**config.mk**
```make
export PLATFORM = sky130hd
export DESIGN_NAME = gpu_vram_rd_arbiter
export DESIGN_NICKNAME = d
export VERILOG_FILES = /design/src/rtl/gpu_vram_rd_arbiter.sv
export SDC_FILE = /design/constraint.sdc
export NUM_CORES = 1
export LEC_CHECK = 0
export BUFFER_PORTS_ARGS = -buffer_cell sky130_fd_sc_hd__buf_2
export CORE_MARGIN = 10
export CORE_UTILIZATION = 47
export DETAILED_ROUTE_END_ITERATION = 10
export PLACE_DENSITY = 0.86
export RECOVER_POWER = 50
export SLEW_MARGIN = 20
export SYNTH_ARGS = -nofsm -noshare
export SYNTH_HDL_FRONTEND = slang
export SYNTH_SLANG_ARGS = --single-unit
```
**constraint.sdc**
```tcl
create_clock -name clk -period 3.7 [get_ports clk]
set_clock_uncertainty 0.2 [all_clocks]
set_input_delay 0.37 -clock clk [delete_from_list [all_inputs] [get_ports clk]]
set_output_delay 0.37 -clock clk [all_outputs]
set_load 0.03 [all_outputs]
```
**src/rtl/gpu_vram_rd_arbiter.sv**
```systemverilog
// VRAM read-port arbiter: round-robin grant with burst locking, registered
// memory command stage, in-order tag FIFO routing read ACKs/data back to the
// requester that issued each read.
module gpu_vram_rd_arbiter #(
  parameter int NREQ   = 4,
  parameter int ADDR_W = 17,
  parameter int DEPTH  = 4
) (
  input  logic                     clk,
  input  logic                     rst,
  input  logic [NREQ-1:0]          i_req,
  input  logic [NREQ-1:0]          i_lock,
  input  logic [NREQ*ADDR_W-1:0]   i_addr,
  output logic [NREQ-1:0]          o_gnt,
  output logic [NREQ-1:0]          o_ack,
  output logic [31:0]              o_rdata,
  output logic                     o_memReq,
  output logic [ADDR_W-1:0]        o_memAddr,
  input  logic                     i_memBusy,
  input  logic                     i_memAck,
  input  logic [31:0]              i_memData,
  output logic [$clog2(DEPTH):0]   o_outstanding,
  output logic                     o_err
);

  localparam int IDX_W = (NREQ > 1) ? $clog2(NREQ) : 1;
  localparam int PTR_W = $clog2(DEPTH);
  localparam int CNT_W = PTR_W + 1;
  localparam logic [CNT_W-1:0] FULL_CNT = CNT_W'(DEPTH);

  typedef enum logic {ST_FREE, ST_OWNED} state_t;

  state_t             state_q, state_d;
  logic [IDX_W-1:0]   owner_q, owner_d;
  logic [IDX_W-1:0]   rr_q, rr_d;

  logic [IDX_W-1:0]   tag_mem_q [DEPTH];
  logic [PTR_W-1:0]   wr_q, rd_q;
  logic [CNT_W-1:0]   cnt_q;

  logic               memReq_q;
  logic [ADDR_W-1:0]  memAddr_q;
  logic [NREQ-1:0]    ack_q;
  logic [31:0]        rdata_q;
  logic               err_q;

  logic               lock_held;
  logic               stall;
  logic               can_grant;
  logic               rr_hit;
  logic [IDX_W-1:0]   rr_idx;
  logic [IDX_W-1:0]   cand;
  logic               gnt_any;
  logic [IDX_W-1:0]   gnt_idx;
  logic               push;
  logic               pop;

  // Requester index increment, wrapping at NREQ (NREQ need not be a power of two).
  function automatic logic [IDX_W-1:0] wrap_inc(input logic [IDX_W-1:0] v);
    if (int'(v) == NREQ - 1) return '0;
    else return v + IDX_W'(1);
  endfunction

  // Owner keeps exclusivity only while it holds its lock; a stalled command
  // blocks new grants. Reset also blocks grants so o_gnt reads 0 in reset.
  assign lock_held = (state_q == ST_OWNED) && i_lock[owner_q];
  assign stall     = memReq_q && i_memBusy;
  assign can_grant = !rst && !i_memBusy && !stall && (cnt_q < FULL_CNT);
  assign push      = gnt_any;
  assign pop       = i_memAck && (cnt_q != '0);

  // State register: arbitration state, owner and round-robin pointer.
  always_ff @(posedge clk) begin
    if (rst) begin
      state_q <= ST_FREE;
      owner_q <= '0;
      rr_q    <= '0;
    end else begin
      state_q <= state_d;
      owner_q <= owner_d;
      rr_q    <= rr_d;
    end
  end

  // Next state: drop ownership when the owner releases its lock, advance the
  // pointer past every granted index, take ownership on a locked grant.
  always_comb begin
    state_d = state_q;
    owner_d = owner_q;
    rr_d    = rr_q;
    if ((state_q == ST_OWNED) && !i_lock[owner_q]) state_d = ST_FREE;
    if (gnt_any) begin
      rr_d = wrap_inc(gnt_idx);
      if (!lock_held && i_lock[gnt_idx]) begin
        state_d = ST_OWNED;
        owner_d = gnt_idx;
      end
    end
  end

  // Output: first requester at/after rr_q wins, unless a held lock pins the owner.
  always_comb begin
    rr_hit  = 1'b0;
    rr_idx  = '0;
    cand    = rr_q;
    gnt_any = 1'b0;
    gnt_idx = '0;
    o_gnt   = '0;
    for (int k = 0; k < NREQ; k++) begin
      if (!rr_hit && i_req[cand]) begin
        rr_hit = 1'b1;
        rr_idx = cand;
      end
      cand = wrap_inc(cand);
    end
    if (can_grant) begin
      if (lock_held) begin
        gnt_any = i_req[owner_q];
        gnt_idx = owner_q;
      end else begin
        gnt_any = rr_hit;
        gnt_idx = rr_idx;
      end
    end
    if (gnt_any) o_gnt[gnt_idx] = 1'b1;
  end

  // Tag FIFO storage: granted requester index, read back in issue order.
  always_ff @(posedge clk) begin
    if (push) tag_mem_q[wr_q] <= gnt_idx;
  end

  // Tag FIFO pointers and occupancy; simultaneous push/pop leaves count unchanged.
  always_ff @(posedge clk) begin
    if (rst) begin
      wr_q  <= '0;
      rd_q  <= '0;
      cnt_q <= '0;
    end else begin
      if (push) wr_q <= wr_q + PTR_W'(1);
      if (pop)  rd_q <= rd_q + PTR_W'(1);
      case ({push, pop})
        2'b10:   cnt_q <= cnt_q + CNT_W'(1);
        2'b01:   cnt_q <= cnt_q - CNT_W'(1);
        default: cnt_q <= cnt_q;
      endcase
    end
  end

  // Command stage: load on grant, hold while memory is busy, otherwise idle.
  always_ff @(posedge clk) begin
    if (rst) begin
      memReq_q  <= 1'b0;
      memAddr_q <= '0;
    end else if (gnt_any) begin
      memReq_q  <= 1'b1;
      memAddr_q <= i_addr[gnt_idx*ADDR_W +: ADDR_W];
    end else if (!stall) begin
      memReq_q  <= 1'b0;
    end
  end

  // Return path: one-cycle ACK pulse to the oldest tag; stray ACKs set sticky error.
  always_ff @(posedge clk) begin
    if (rst) begin
      ack_q   <= '0;
      rdata_q <= '0;
      err_q   <= 1'b0;
    end else begin
      ack_q <= '0;
      if (pop) begin
        ack_q[tag_mem_q[rd_q]] <= 1'b1;
        rdata_q                <= i_memData;
      end
      if (i_memAck && (cnt_q == '0)) err_q <= 1'b1;
    end
  end

  assign o_ack         = ack_q;
  assign o_rdata       = rdata_q;
  assign o_memReq      = memReq_q;
  assign o_memAddr     = memAddr_q;
  assign o_outstanding = cnt_q;
  assign o_err         = err_q;

endmodule
```
* Yosys cells after proc, flatten, opt, wreduce, memory -nomap -nowiden *
Memory sizes are Yosys's and may differ from the RTL's. A register that Yosys moved wholly into a read port is not among the register bits.
Index checks and enable logic that the tools add are counted.
W data, S select, Z words.

word-level totals
  register bits = 67
  latch bits = 0
  ROM bits = 0
  logic and storage cells = 112
  output and inout bits = 62
  memories = 1
  RAM bits = 8
  input port bits = 112

memory list
  memory     depth  bits a word  read ports  clocked after memory_dff  wr ports  RTL line  source
  tag_mem_q  4      2            1           1                         1         37        logic [IDX_W-1:0] tag_mem_q [DEPTH];

cells by class
  multiply operators = 1
  reduce and logical (&&, ||, !) cells = 27
  order comparisons = 10
  bitwise operators = 1
  shift operators = 1
  eq/ne operators = 7
  mux-type cells = 45
  $add $sub $neg = 8
  divide/modulo/power cells = 0

operator list
  cell                   count
  $shiftx A68 B8 Y17     1
  $mux W2                12
  $mux W1                22
  $lt A2 B3 Y1 const B   7
  $bmux W1 S2            7
  $logic_and A1 B1 Y1    14
  $add A2 B1 Y2 const B  6
  $eq A2 B1 Y1 const B   5
  $logic_not A1 Y1       8
  $mul A2 B5 Y7 const B  1
  $pmux W3 S2            1
  $demux W1 S2           2
  $ge A2 B1 Y1 const B   2
  $mux W4                1
  $add A3 B1 Y3 const B  1
  $logic_not A3 Y1       1
  $lt A3 B3 Y1 const B   1
  $reduce_bool A3 Y1     1
  $sub A3 B1 Y3 const B  1
  $eq A2 B2 Y1 const B   1
  $ne A2 B1 Y1 const B   1
  $reduce_and A2 Y1      1
  $reduce_bool A2 Y1     1
  $reduce_or A2 Y1       1
  $not A1 Y1             1

* Depth between registers and ports, before layout *
Gate-level depths: netlist of run 1.

  depth in word-level cells = 19
  mapped depth = 14
  gate-level depth less buffers = 12

* Worst setup path before layout of run 1 *
No wires, ideal clock.

  path kind = register to output
  start = register rr_q[0]
  end = output o_gnt[1]
  path buffers = 2
  setup slack = 0.243 ns
  required time = 3.130 ns
  stages on the path, launching flop included = 12
  arrival = 2.887 ns
  path through = dfxtp_1 -> ha_1 -> mux2_1 -> a22o_1 -> or4_1 -> a221o_1 -> o21ai_2 -> buf_12 -> buf_12 -> inv_2 -> ha_1 -> and2_1

on the way
  word-level cells in the longest chain between the ends = 19
  elaborated cells between the ends (all ways) = 41
  classes of those cells = 3 x add/sub; 2 x order compare; 3 x eq/ne; 26 x mux; 7 x reduce/logical

RTL lines
  element                                                             RTL line  source
  from (decl)                                                         35        logic [IDX_W-1:0] rr_q, rr_d;
  from (signal assigned)                                              81        rr_q <= rr_d;
  branches (longest 11 deep; another with $add A2 B1 Y2)              -
  $mux W2 (*)                                                         110       if (!rr_hit && i_req[cand]) begin
  $mux W2 (*)                                                         117       if (lock_held) begin
  $mux W2 (*)                                                         116       if (can_grant) begin
  named net gnt_idx[1]                                                54        logic [IDX_W-1:0] gnt_idx;
  $lt A2 B3 Y1 (implied by the code) or $ge A2 B1 Y1 (tied branches)  125       if (gnt_any) o_gnt[gnt_idx] = 1'b1;
  $logic_and A1 B1 Y1 (implied by the code)                           125
  $mux W1 (implied by the code)                                       125
  $demux W1 S2 (*)                                                    125
  $mux W4 (*)                                                         125
  to (decl)                                                           14        output logic [NREQ-1:0] o_gnt,

Mark *: on every way through the listed nets, which the timed path passes. The select of a mux whose other input is x is not followed.

* Final worst setup path of run 1 *
  start = register rr_q[1]
  end = output o_gnt[1]

on the way
  word-level cells in the longest chain between the ends = 19
  elaborated cells between the ends (all ways) = 41
  classes of those cells = 3 x add/sub; 2 x order compare; 3 x eq/ne; 26 x mux; 7 x reduce/logical

RTL lines
  element                                                 RTL line
  branches (longest 18 deep; another with $add A2 B1 Y2)  -
  $mux W4 (*)                                             125

Mark *: on every way between the ends. The select of a mux whose other input is x is not followed.

==> results by group, run 1 <==
Logic synthesis
  • Adder-cell share of the synthesized area: approximately 3.7%
  • Sequential fraction of the synthesis area: a little over two fifths
  • Share of the synthesized area in the top cell type: a little over a third
  • #FFs+latches synth: a little under 80
  • Most used DFF post-synth: dfxtp_1
  • Syn Area/Cell: 9.43 um2
  • Yosys warning total: 0
  • Distinct cells, synth: 55
  • Ys async rst share: 0%
  • Gate Count Post-Synth: between 400 and 500
  • Simple-gate portion of the synthesized area: about 15%
  • Number of synthesized flops with an enable pin: 8
  • Largest family of logic cells by synthesized area: compound AO/OA/AOI/OAI gates
  • Area contributors post-synth: dfxtp_1, mux2i_1, nand2_1, o221ai_2, edfxtp_1
  • Mux contribution to synthesized area: 13.9%
  • Syn Nets: approximately 530
  • Area leader, netlist: dfxtp_1
  • Mapped Area: ~3900 um2
  • Xor/xnor share of the synthesized area: between 1 and 1.5%
  • Synth Area in Compound Gates: approximately 18%

Run status
  • Status: finished clean

Critical path
  • CP top delay family: simple AND/OR/NAND/NOR gates
  • CP Max Fanout: 11
  • CP cell instances: ha_4 -> buf_6 -> mux2i_1 -> o22ai_1 -> or4_4 -> a221o_1 -> o21ai_4 -> inv_2 -> ha_2 -> and2_1 -> buf_6
  • CP dominant cell by count: buf_6
  • Crit path buf inv count: 3
  • Worst EP arrival: 3.02 ns
  • Worst setup EP type: output port
  • Slowest cell on crit path: or4_4
  • Largest stage delay, worst path: 0.55 ns
  • Crit path required time: 3.13 ns
  • CP Launch Type: flop
  • Kind of critical path: flop to output port

Die
  • Die width: 111 um
  • Core Region: between 8000 and 9000 um2
  • I/O pins: between 150 and 200
  • FP Rows: 33
  • Die area: approximately 12000 um2
  • Chip height: approximately 110 um
  • Initial Util: 47.6%

GRT
  • Antenna violations before repair: 0
  • Vias in the first global route: around 3.8k
  • GRT Total Usage: 17.5%
  • Global route overflow: 0
  • Largest net degree at the start of global routing: between 50 and 60
  • Global-route wire length before repair: about 18 mm

Placement
  • RePlAce Congestion: between 0.8 and 0.9
  • I/O Buffers: between 150 and 200
  • Post-DP HPWL: between 8 and 9 mm
  • Pre-CTS setup slack: 0.261 ns

STA
  • Fmax: about 0.28 GHz
  • Final setup violation count: 0
  • Setup TNS Final: 0 ns
  • Slew of the pin with the lowest slew margin: 1.46 ns
  • Final min period: about 3.6 ns
  • Tcrit/Tclk final: approximately 97%
  • Pins over their slew limit: 0
  • Final Hold Viols: 0
  • Final WS setup: approximately 0.11 ns
  • WHS: 0.0546 ns
  • Slew margin rel.: ~2.8%

Finish
  • Layout cells sized above 1: between 30% and 40%
  • Layout Nets: between 700 and 800
  • N_diodes: 0
  • Final Core Density: 61.1%
  • Area grow syn2layout: 28.2%

Power
  • Switching Share: around 42%
  • Logic pwr share: slightly below 40%
  • Clock power share: approximately a fifth
  • Internal cell power: about 0.0016 W
  • Net Switching: between 0.001 and 0.0015 W
  • Pwr/cell area: around 560 nW/um2
  • Lkg Pwr: around 1.9 nW
  • Sequential power share: roughly two fifths
  • Worst IR drop on VDD: between 0.2 and 0.25 mV

Clocking
  • Clock tree sinks: 77
  • Worst skew pair latency: 0.34 ns
  • Root buffer cell: clkbuf_8
  • CTS Buf Count: 9
  • Reg clk slew, reported paths: 0.09 ns
  • CTS HTree Levels: 3
  • TritonCTS clock tree: built
  • CTS max path bufs: 2

Hold path
  • HP Class: input pin to flop

Routing
  • Routed Antenna Nets: 0
  • DR WL/cell: between 15 and 20 um
  • Post-Route WL: about 11 mm
  • Total number of vias: ~3.7k
  • Iter 0 DRT Violations: 261
  • Drt via density: 5.29
  • DRC violations left: 0
  • Pre-antenna DRT Iters: 4

Job
  • Max Cap Violations: 0
-- stage by stage --
stage / std cells / cell area (um2) / power (W)
2_1_floorplan: 411 / 3870 / 0.00189
3_3_place_gp: 670 / 4760 / 0.00217
3_5_place_dp: 670 / 4770 / 0.00222
4_1_cts: 688 / 4990 / 0.00283
5_1_grt: 691 / 4970 / 0.00295
6_report: 691 / 4970 / 0.00277
-- flip-flops by register name, indices dropped and copies added, names as in the netlist, named ones only --
signal / count
wr_q: 2
o_memAddr: 17
owner_q: 2
o_err: 1
rd_q: 2
tag_mem_q: 8
o_ack: 4
state_q: 1
o_outstanding: 3
o_memReq: 1
o_rdata: 32
rr_q: 2
-- synthesized netlist by cell type, drive strengths merged (2+ instances only) --
cell type / count
a21oi: 39
or4: 2
clkbuf: 16
xor2: 3
o221ai: 17
xnor2: 2
mux2: 4
mux2i: 42
a211oi: 2
mux4: 3
o22ai: 3
nand2: 91
nor3b: 2
buf: 11
nand2b: 2
nor2b: 3
ha: 10
and2: 8
inv: 13
dfxtp: 69
o21bai: 2
nor3: 2
and3: 2
o21a: 3
edfxtp: 8
nor2: 23
a22o: 2
o21ai: 10
-- cells in the final DEF (no fill, tap or decap), types with 4 or more instances in the layout --
master	count
nor2_1	23
a21oi_1	39
inv_6	4
clkbuf_1	59
and2_1	8
clkbuf_8	9
dfxtp_1	67
inv_1	11
o21ai_0	7
nand2_1	90
buf_2	112
ha_1	6
mux2i_1	42
buf_4	11
o221ai_2	17
edfxtp_1	8
-- kinds of logic after synthesis --
kind of cell / count (synthesis)
buf+inv: 41
simple gates: 140
flops: 77
fa+ha+maj: 11
compound gates: 88
xor+xnor: 5
mux: 49
-- power by group through the flow --
stage	registers (W)	clock network (W)	logic (W)
final	0.00109	0.000593	0.00109
after CTS	0.00109	0.000609	0.00113
after floorplan	0.00136	0	0.000534
after global placement	0.00110	0	0.00108
after global routing	0.00111	0.000645	0.00119
after detailed placement	0.00110	0	0.00112
-- per-layer routing --
layer | track usage [%] | wire length [um] | vias to the layer above
met5 | 0 | 0 | -
met2 | 27.4 | 5140 | 191
met1 | 20.4 | 4780 | 1662
met3 | 8.28 | 1350 | 18
li1 | - | - | 1781
met4 | 6.51 | 195 | 0
-- final cells by class --
type,count,area (um2)
Clock buffer,9,124
Tap cell,105,131
Inverter,14,52.6
Sequential cell,77,1630
Multi-Input combinational cell,293,2060
Fill cell,687,3170
Clock inverter,7,56.3
Timing Repair Buffer,186,918
-- worst register-to-register path, delay by kind of cell (launching register included) --
kind	cells	cell delay, ns
multiplexers	2	0.51
AO/OA/AOI/OAI	4	0.77
AND/OR/NAND/NOR	1	0.55
buffers and inverters	3	0.53
flip-flops	1	0.37
adder cells (fa/ha/maj)	1	0.27
-- worst paths after layout --
kind / from / end / slack, ns / cells past startpoint
max: rr_q[1] / o_gnt[1] / 0.11 / 11
min: i_memData[22] / o_rdata[22] / 0.05 / 3
max reg2reg: rr_q[1] / o_memAddr[6] / 0.38 / 11
min reg2reg: o_rdata[9] / o_rdata[9] / 0.26 / 2
-- what timing repair did --
item	in CTS	in global routing
cloned	0	0
pin swaps	1	3
hold buffers	0	0
setup endpoints to repair	4	4
gates resized for setup	6	13
buffers inserted	2	3
(Power assumes the default switching activity.)
==> run 2: changes to the inputs <==
--- a/config.mk
+++ b/config.mk
@@ -5,11 +5,12 @@
 export SDC_FILE = /design/constraint.sdc
 export NUM_CORES = 1
 export LEC_CHECK = 0
-export BUFFER_PORTS_ARGS = -buffer_cell sky130_fd_sc_hd__buf_2
 export CORE_MARGIN = 10
-export CORE_UTILIZATION = 47
+export CORE_UTILIZATION = 63
 export DETAILED_ROUTE_END_ITERATION = 10
-export PLACE_DENSITY = 0.86
+export DONT_BUFFER_PORTS = 1
+export HOLD_SLACK_MARGIN = 0.05
+export PLACE_DENSITY = 0.85
 export RECOVER_POWER = 50
 export SLEW_MARGIN = 20
 export SYNTH_ARGS = -nofsm -noshare
==> run 2 against run 1 <==
Final cell count is 20% lower. Hold slack worse by 0.0027 ns. Die area shrank 21%. Utilization up 20 points. Wire length is 5.0% higher. Register-to-register slack worse by 0.30 ns. Non-clock buffer count down 110. Critical path depth decreased by 2. Largest cell class unchanged.
==> results by group, run 2 (synthesis gave the netlist of run 1 again) <==
Run status
  • Status: finished clean

Finish
  • Final non-filler cell area: 4810 um2 (-3.1%)
  • Commonest non-fill, non-tap cell in the layout: nand2_1
  • Area grow syn2layout: 24.2%
  • Layout cells sized above 1: 14.5% (-16 points)
  • Area of the multi-input gates: 2060 um2 (about the same)
  • Max reg flops: 32 (unchanged)
  • Fillers: 305 (-56%)
  • Most frequent cells in the layout: nand2_1, dfxtp_1, dlygate4sd3_1
  • Layout Nets: 594 (-16%)
  • Register area: 1630 um2 (about the same)

Critical path
  • Crit path required time: 3.13 ns (about the same)
  • Kind of critical path: flop to output port
  • CP Max Fanout: 5 (-6)
  • Worst setup EP type: output port
  • Reg-to-reg slack, setup: 0.08 ns (-0.30 ns)
  • Worst EP arrival: 3.07 ns (+0.05 ns)
  • CP Launch Type: flop

Die
  • Die width: 98.4 um (-11%)
  • Die area: 9690 um2 (-21%)
  • Initial Util: 65.1% (+17 points)
  • FP Rows: 28 (-15%)
  • I/O pins: 174 (unchanged)
  • Chip height: 98.4 um (-11%)
  • Core Region: 5960 um2 (-27%)

STA
  • Final Hold Viols: 0 (unchanged)
  • Slew margin rel.: 9.36% (+6.6 points)
  • Final setup violation count: 0 (unchanged)
  • Pins over their slew limit: 0 (unchanged)
  • Slew of the pin with the lowest slew margin: 1.36 ns (-0.0988 ns)
  • Final WS setup: 0.0556 ns (-0.0544 ns)
  • Tcrit/Tclk final: 98.5% (+1.5 points)
  • Fmax: 0.274 GHz (-1.5%)
  • Final min period: 3.64 ns (+0.0544 ns)
  • Setup TNS Final: 0 ns (unchanged)

Clocking
  • Clock tree sinks: 77 (unchanged)
  • TritonCTS clock tree: built
  • CTS Buf Count: 9 (unchanged)
  • Worst skew pair latency: 0.35 ns (about the same)
  • Root buffer cell: clkbuf_8
  • CTS HTree Levels: 3 (unchanged)
  • CTS max path bufs: 2 (unchanged)
  • Reg clk slew, reported paths: 0.09 ns (about the same)

Routing
  • Drt via density: 6.10 (+15%)
  • Post-Route WL: 12.0 mm (+5.0%)
  • DRC violations left: 0 (unchanged)
  • Pre-antenna DRT Iters: 5 (+1)
  • DR WL/cell: 21.8 um (+31%)
  • Total number of vias: 3368 (-7.8%)
  • Routed Antenna Nets: 0 (unchanged)
  • Iter 0 DRT Violations: 248 (-5.0%)

Power
  • Switching Share: 40.5% (-1.6 points)
  • Clock power share: 24.7% (+3.3 points)
  • Logic pwr share: 25.8% (-13 points)
  • Internal cell power: 0.00167 W (+3.7%)
  • Pwr/cell area: 582 nW/um2 (+4.3%)
  • Net Switching: 0.00113 W (-2.7%)
  • Post-layout power: 0.00280 W (+1.0%)
  • Sequential power share: 49.5% (+10 points)
  • Worst IR drop on VDD: 0.409 mV (+97%)
  • Lkg Pwr: 1.72 nW (-12%)

Hold path
  • HP Class: input pin to flop

Job
  • Max Cap Violations: 0 (unchanged)

Placement
  • I/O Buffers: 0 (-100%)
  • Post-DP HPWL: 7.60 mm (-14%)
  • Placed Area: 3900 um2 (-18%)
  • Pre-CTS setup slack: 0.232 ns (-0.0291 ns)
  • RePlAce Congestion: 0.890 (+1.6%)

GRT
  • Global route overflow: 0 (unchanged)
  • Antenna violations before repair: 1 (+1)
  • Vias in the first global route: 3406 (-9.5%)
  • GRT Total Usage: 23.2% (+5.7 points)
  • Largest net degree at the start of global routing: 49 (-3.9%)
  • Global-route wire length before repair: 18.5 mm (+1.1%)
run 2: what timing repair did:
| item | in CTS | in global routing |
|---|---|---|
| hold endpoints to repair | 61 | 0 |
| gates resized for setup | 1 | 13 |
| setup buffers | 1 | 3 |
| hold buffers | 62 | 0 |
| pin swaps | 0 | 1 |
| endpoints found under the setup margin | 4 | 8 |
run 2: area by class of cell:
cell class | count | share of cell area (%)
tap | 75 | 1.95
sequential | 77 | 33.8
antenna | 1 | 0.0520
multi-input combinational | 293 | 42.8
clock inverter | 6 | 1.51
clock buffer | 10 | 3.09
timing repair buffer | 76 | 15.8
inverter | 14 | 1.09
run 2: power by group through the flow:
stage,logic [W],registers (W),clock network [W]
5_1_grt,0.000796,0.00141,0.000730
3_5_place_dp,0.000619,0.00140,0
6_report,0.000722,0.00139,0.000693
3_3_place_gp,0.000592,0.00140,0
2_1_floorplan,0.000534,0.00136,0
4_1_cts,0.000686,0.00139,0.000699
run 2: metrics by stage:
stage / utilization [%] / hold WS (ns) / cells
floorplan: - / 0.285 / 411
global placement: 65.5 / 0.247 / 470
detailed placement: 65.5 / 0.251 / 470
CTS: 79.9 / 0.0503 / 549
global route: 80.8 / 0.0579 / 552
finish: 80.8 / 0.0519 / 552
run 2: final timing paths:
| kind | from | endpoint | depth (start not counted) |
|---|---|---|---|
| worst min register to register | rd_q[0] | flop | 2 |
| worst max register to register | rr_q[1] | o_memAddr[11] | 10 |
| worst min-delay path | i_addr[37] | o_memAddr[3] | 2 |
| worst max-delay path | rr_q[1] | o_gnt[3] | 9 |
run 2: routing by layer:
| metal | vias up | track usage, % | part of all wire [%] |
|---|---|---|---|
| li1 | 1559 | - | - |
| met1 | 1573 | 24.9 | 36 |
| met2 | 215 | 37.3 | 48 |
| met3 | 21 | 13.1 | 15 |
| met4 | 0 | 8.82 | 1.9 |
| met5 | - | 0 | 0 |
run 2: worst max-delay path, stage by stage, from the launching register on:
cell	delay, ns
dfxtp_4	0.38
ha_4	0.27
mux2_2	0.34
a22o_1	0.22
or4_4	0.51
a221o_1	0.42
o21ai_4	0.12
ha_1	0.20
and2_4	0.15
buf_12	0.11
==> run 3: changes to the inputs <==
==> constraint.sdc (replaced) <==
create_clock -name clk -period 3.7 [get_ports clk]
set_clock_uncertainty 0.2 [all_clocks]
set_input_delay 0.37 -clock clk [delete_from_list [all_inputs] [get_ports clk]]
set_output_delay 0.37 -clock clk [all_outputs]
set_load 0.05 [all_outputs]
==> run 3 against run 2 <==
Clock-buffer cell count is the same. Via count grew 2.6%. Cell area grew 0.39%. Largest cell class unchanged.
==> results by group, run 3 (synthesis gave the netlist of run 1 again) <==
Placement
  • RePlAce Congestion: 0.904 (+1.6%)
  • Post-DP HPWL: 7.68 mm (+0.97%)
  • Pre-CTS setup slack: 0.209 ns (-0.0235 ns)
  • Placed Area: 3910 um2 (+0.32%)
  • I/O Buffers: 0 (unchanged)

Critical path
  • Crit path required time: 3.13 ns (about the same)
  • CP cell instances: ha_4 -> mux2_2 -> a22o_1 -> or4_1 -> a221o_1 -> o21ai_4 -> ha_2 -> and2_4 -> buf_12
  • Slowest cell on crit path: or4_1
  • CP Max Fanout: 5 (unchanged)
  • Worst setup EP type: output port
  • Largest stage delay, worst path: 0.49 ns (-0.02 ns)
  • CP Launch Type: flop
  • Kind of critical path: flop to output port
  • Worst EP arrival: 3.08 ns (about the same)

Clocking
  • Worst skew pair latency: 0.34 ns (about the same)
  • Reg clk slew, reported paths: 0.09 ns (about the same)
  • Clock tree sinks: 77 (unchanged)
  • CTS max path bufs: 2 (unchanged)
  • TritonCTS clock tree: built
  • CTS HTree Levels: 3 (unchanged)
  • Root buffer cell: clkbuf_8
  • CTS Buf Count: 9 (unchanged)

Finish
  • Area grow syn2layout: 24.7%
  • Commonest non-fill, non-tap cell in the layout: nand2_1
  • Final non-filler cell area: 4830 um2 (+0.39%)
  • N_diodes: 0 (-1)
  • Max reg flops: 32 (unchanged)
  • Layout Nets: 598 (+0.67%)
  • Layout cells sized above 1: 14.8% (+0.30 points)
  • Most frequent cells in the layout: nand2_1, dfxtp_1, dlygate4sd3_1

Routing
  • Routed Antenna Nets: 0 (unchanged)
  • Total number of vias: 3454 (+2.6%)
  • Post-Route WL: 12.5 mm (+3.5%)
  • Pre-antenna DRT Iters: 6 (+1)
  • Iter 0 DRT Violations: 398 (+60%)
  • DRC violations left: 0 (unchanged)
  • DR WL/cell: 22.5 um (+2.9%)
  • Drt via density: 6.22 (+2.0%)

STA
  • Slew of the pin with the lowest slew margin: 1.38 ns (+0.0247 ns)
  • Setup TNS Final: 0 ns (unchanged)
  • Fmax: 0.274 GHz (-0.25%)
  • Slew margin rel.: 7.71% (-1.6 points)
  • WHS: 0.0604 ns (+0.00847 ns)
  • Tcrit/Tclk final: 98.7% (+0.25 points)
  • Final min period: 3.65 ns (+0.00929 ns)
  • Final setup violation count: 0 (unchanged)
  • Final Hold Viols: 0 (unchanged)
  • Pins over their slew limit: 0 (unchanged)
  • Final WS setup: 0.0463 ns (-0.00929 ns)

Power
  • Post-layout power: 0.00295 W (+5.2%)
  • Lkg Pwr: 1.72 nW (+0.13%)
  • Worst IR drop on VDD: 0.459 mV (+12%)
  • Pwr/cell area: 610 nW/um2 (+4.8%)

GRT
  • Largest net degree at the start of global routing: 49 (unchanged)
  • Antenna violations before repair: 0 (-1)
  • Global route overflow: 0 (unchanged)
  • GRT Total Usage: 23.6% (+0.40 points)
  • Vias in the first global route: 3580 (+5.1%)
  • Global-route wire length before repair: 18.8 mm (+1.9%)

Die
  • Die area: 9690 um2 (unchanged)
  • Core Region: 5960 um2 (unchanged)
  • FP Rows: 28 (unchanged)
  • Chip height: 98.4 um (unchanged)
  • Die width: 98.4 um (unchanged)
  • I/O pins: 174 (unchanged)
  • Initial Util: 65.1% (unchanged)

Run status
  • Status: finished clean

Hold path
  • HP Class: input pin to flop

Job
  • Max Cap Violations: 0 (unchanged)
[run 3: final cells by class]
class | count | area [um2]
clock buffer | 10 | 149
clock inverter | 6 | 45.0
fill | 340 | 1120
inverter | 14 | 52.6
multi-input combinational | 293 | 2070
sequential | 77 | 1630
tap | 75 | 93.8
timing repair buffer | 80 | 798
[run 3: what timing repair did]
action                                 in CTS  in global routing
endpoints found under the hold margin      60                  1
resized for setup                           9                  5
hold buffers                               61                  2
pin swaps                                   3                  3
setup endpoints to repair                   4                  4
buffers inserted                            3                  3
[run 3: power breakdown]
part           internal [W]  switching, W  total [W]
clock              0.000287      0.000329   0.000616
combinational      0.000314      0.000449   0.000763
sequential         0.000998      0.000570    0.00157
total               0.00160       0.00135    0.00295
[run 3: metrics by stage]
step	utilization, %	std cells
2_1_floorplan	-	411
3_3_place_gp	65.7	470
3_5_place_dp	65.7	470
4_1_cts	80.0	550
5_1_grt	81.1	555
6_report	81.1	555
[run 3: critical path: cells and delay by family, from the launching register on]
family	cells	cell delay, ns
multiplexers	1	0.35
buffers and inverters	1	0.13
flip-flops	1	0.37
AND/OR/NAND/NOR	2	0.63
adder cells (fa/ha/maj)	2	0.49
AO/OA/AOI/OAI	3	0.76
[run 3: worst paths after layout]
path                                 start       endpoint  slack [ns]  cells after the start
worst max-delay path               rr_q[1]       o_gnt[3]        0.05                      9
worst min-delay path            i_addr[44]  o_memAddr[10]        0.06                      2
worst max register to register     rr_q[1]  o_memAddr[16]        0.21                     10
worst min register to register     rd_q[1]        rd_q[1]        0.34                      2
[run 3: routing by layer]
metal | vias up | GRT usage [%] | routed length, um
met3 | 33 | 12.9 | 1770
met2 | 256 | 39.0 | 6030
li1 | 1562 | - | -
met5 | - | 0 | 0
met4 | 0 | 9.81 | 333
met1 | 1603 | 24.3 | 4340
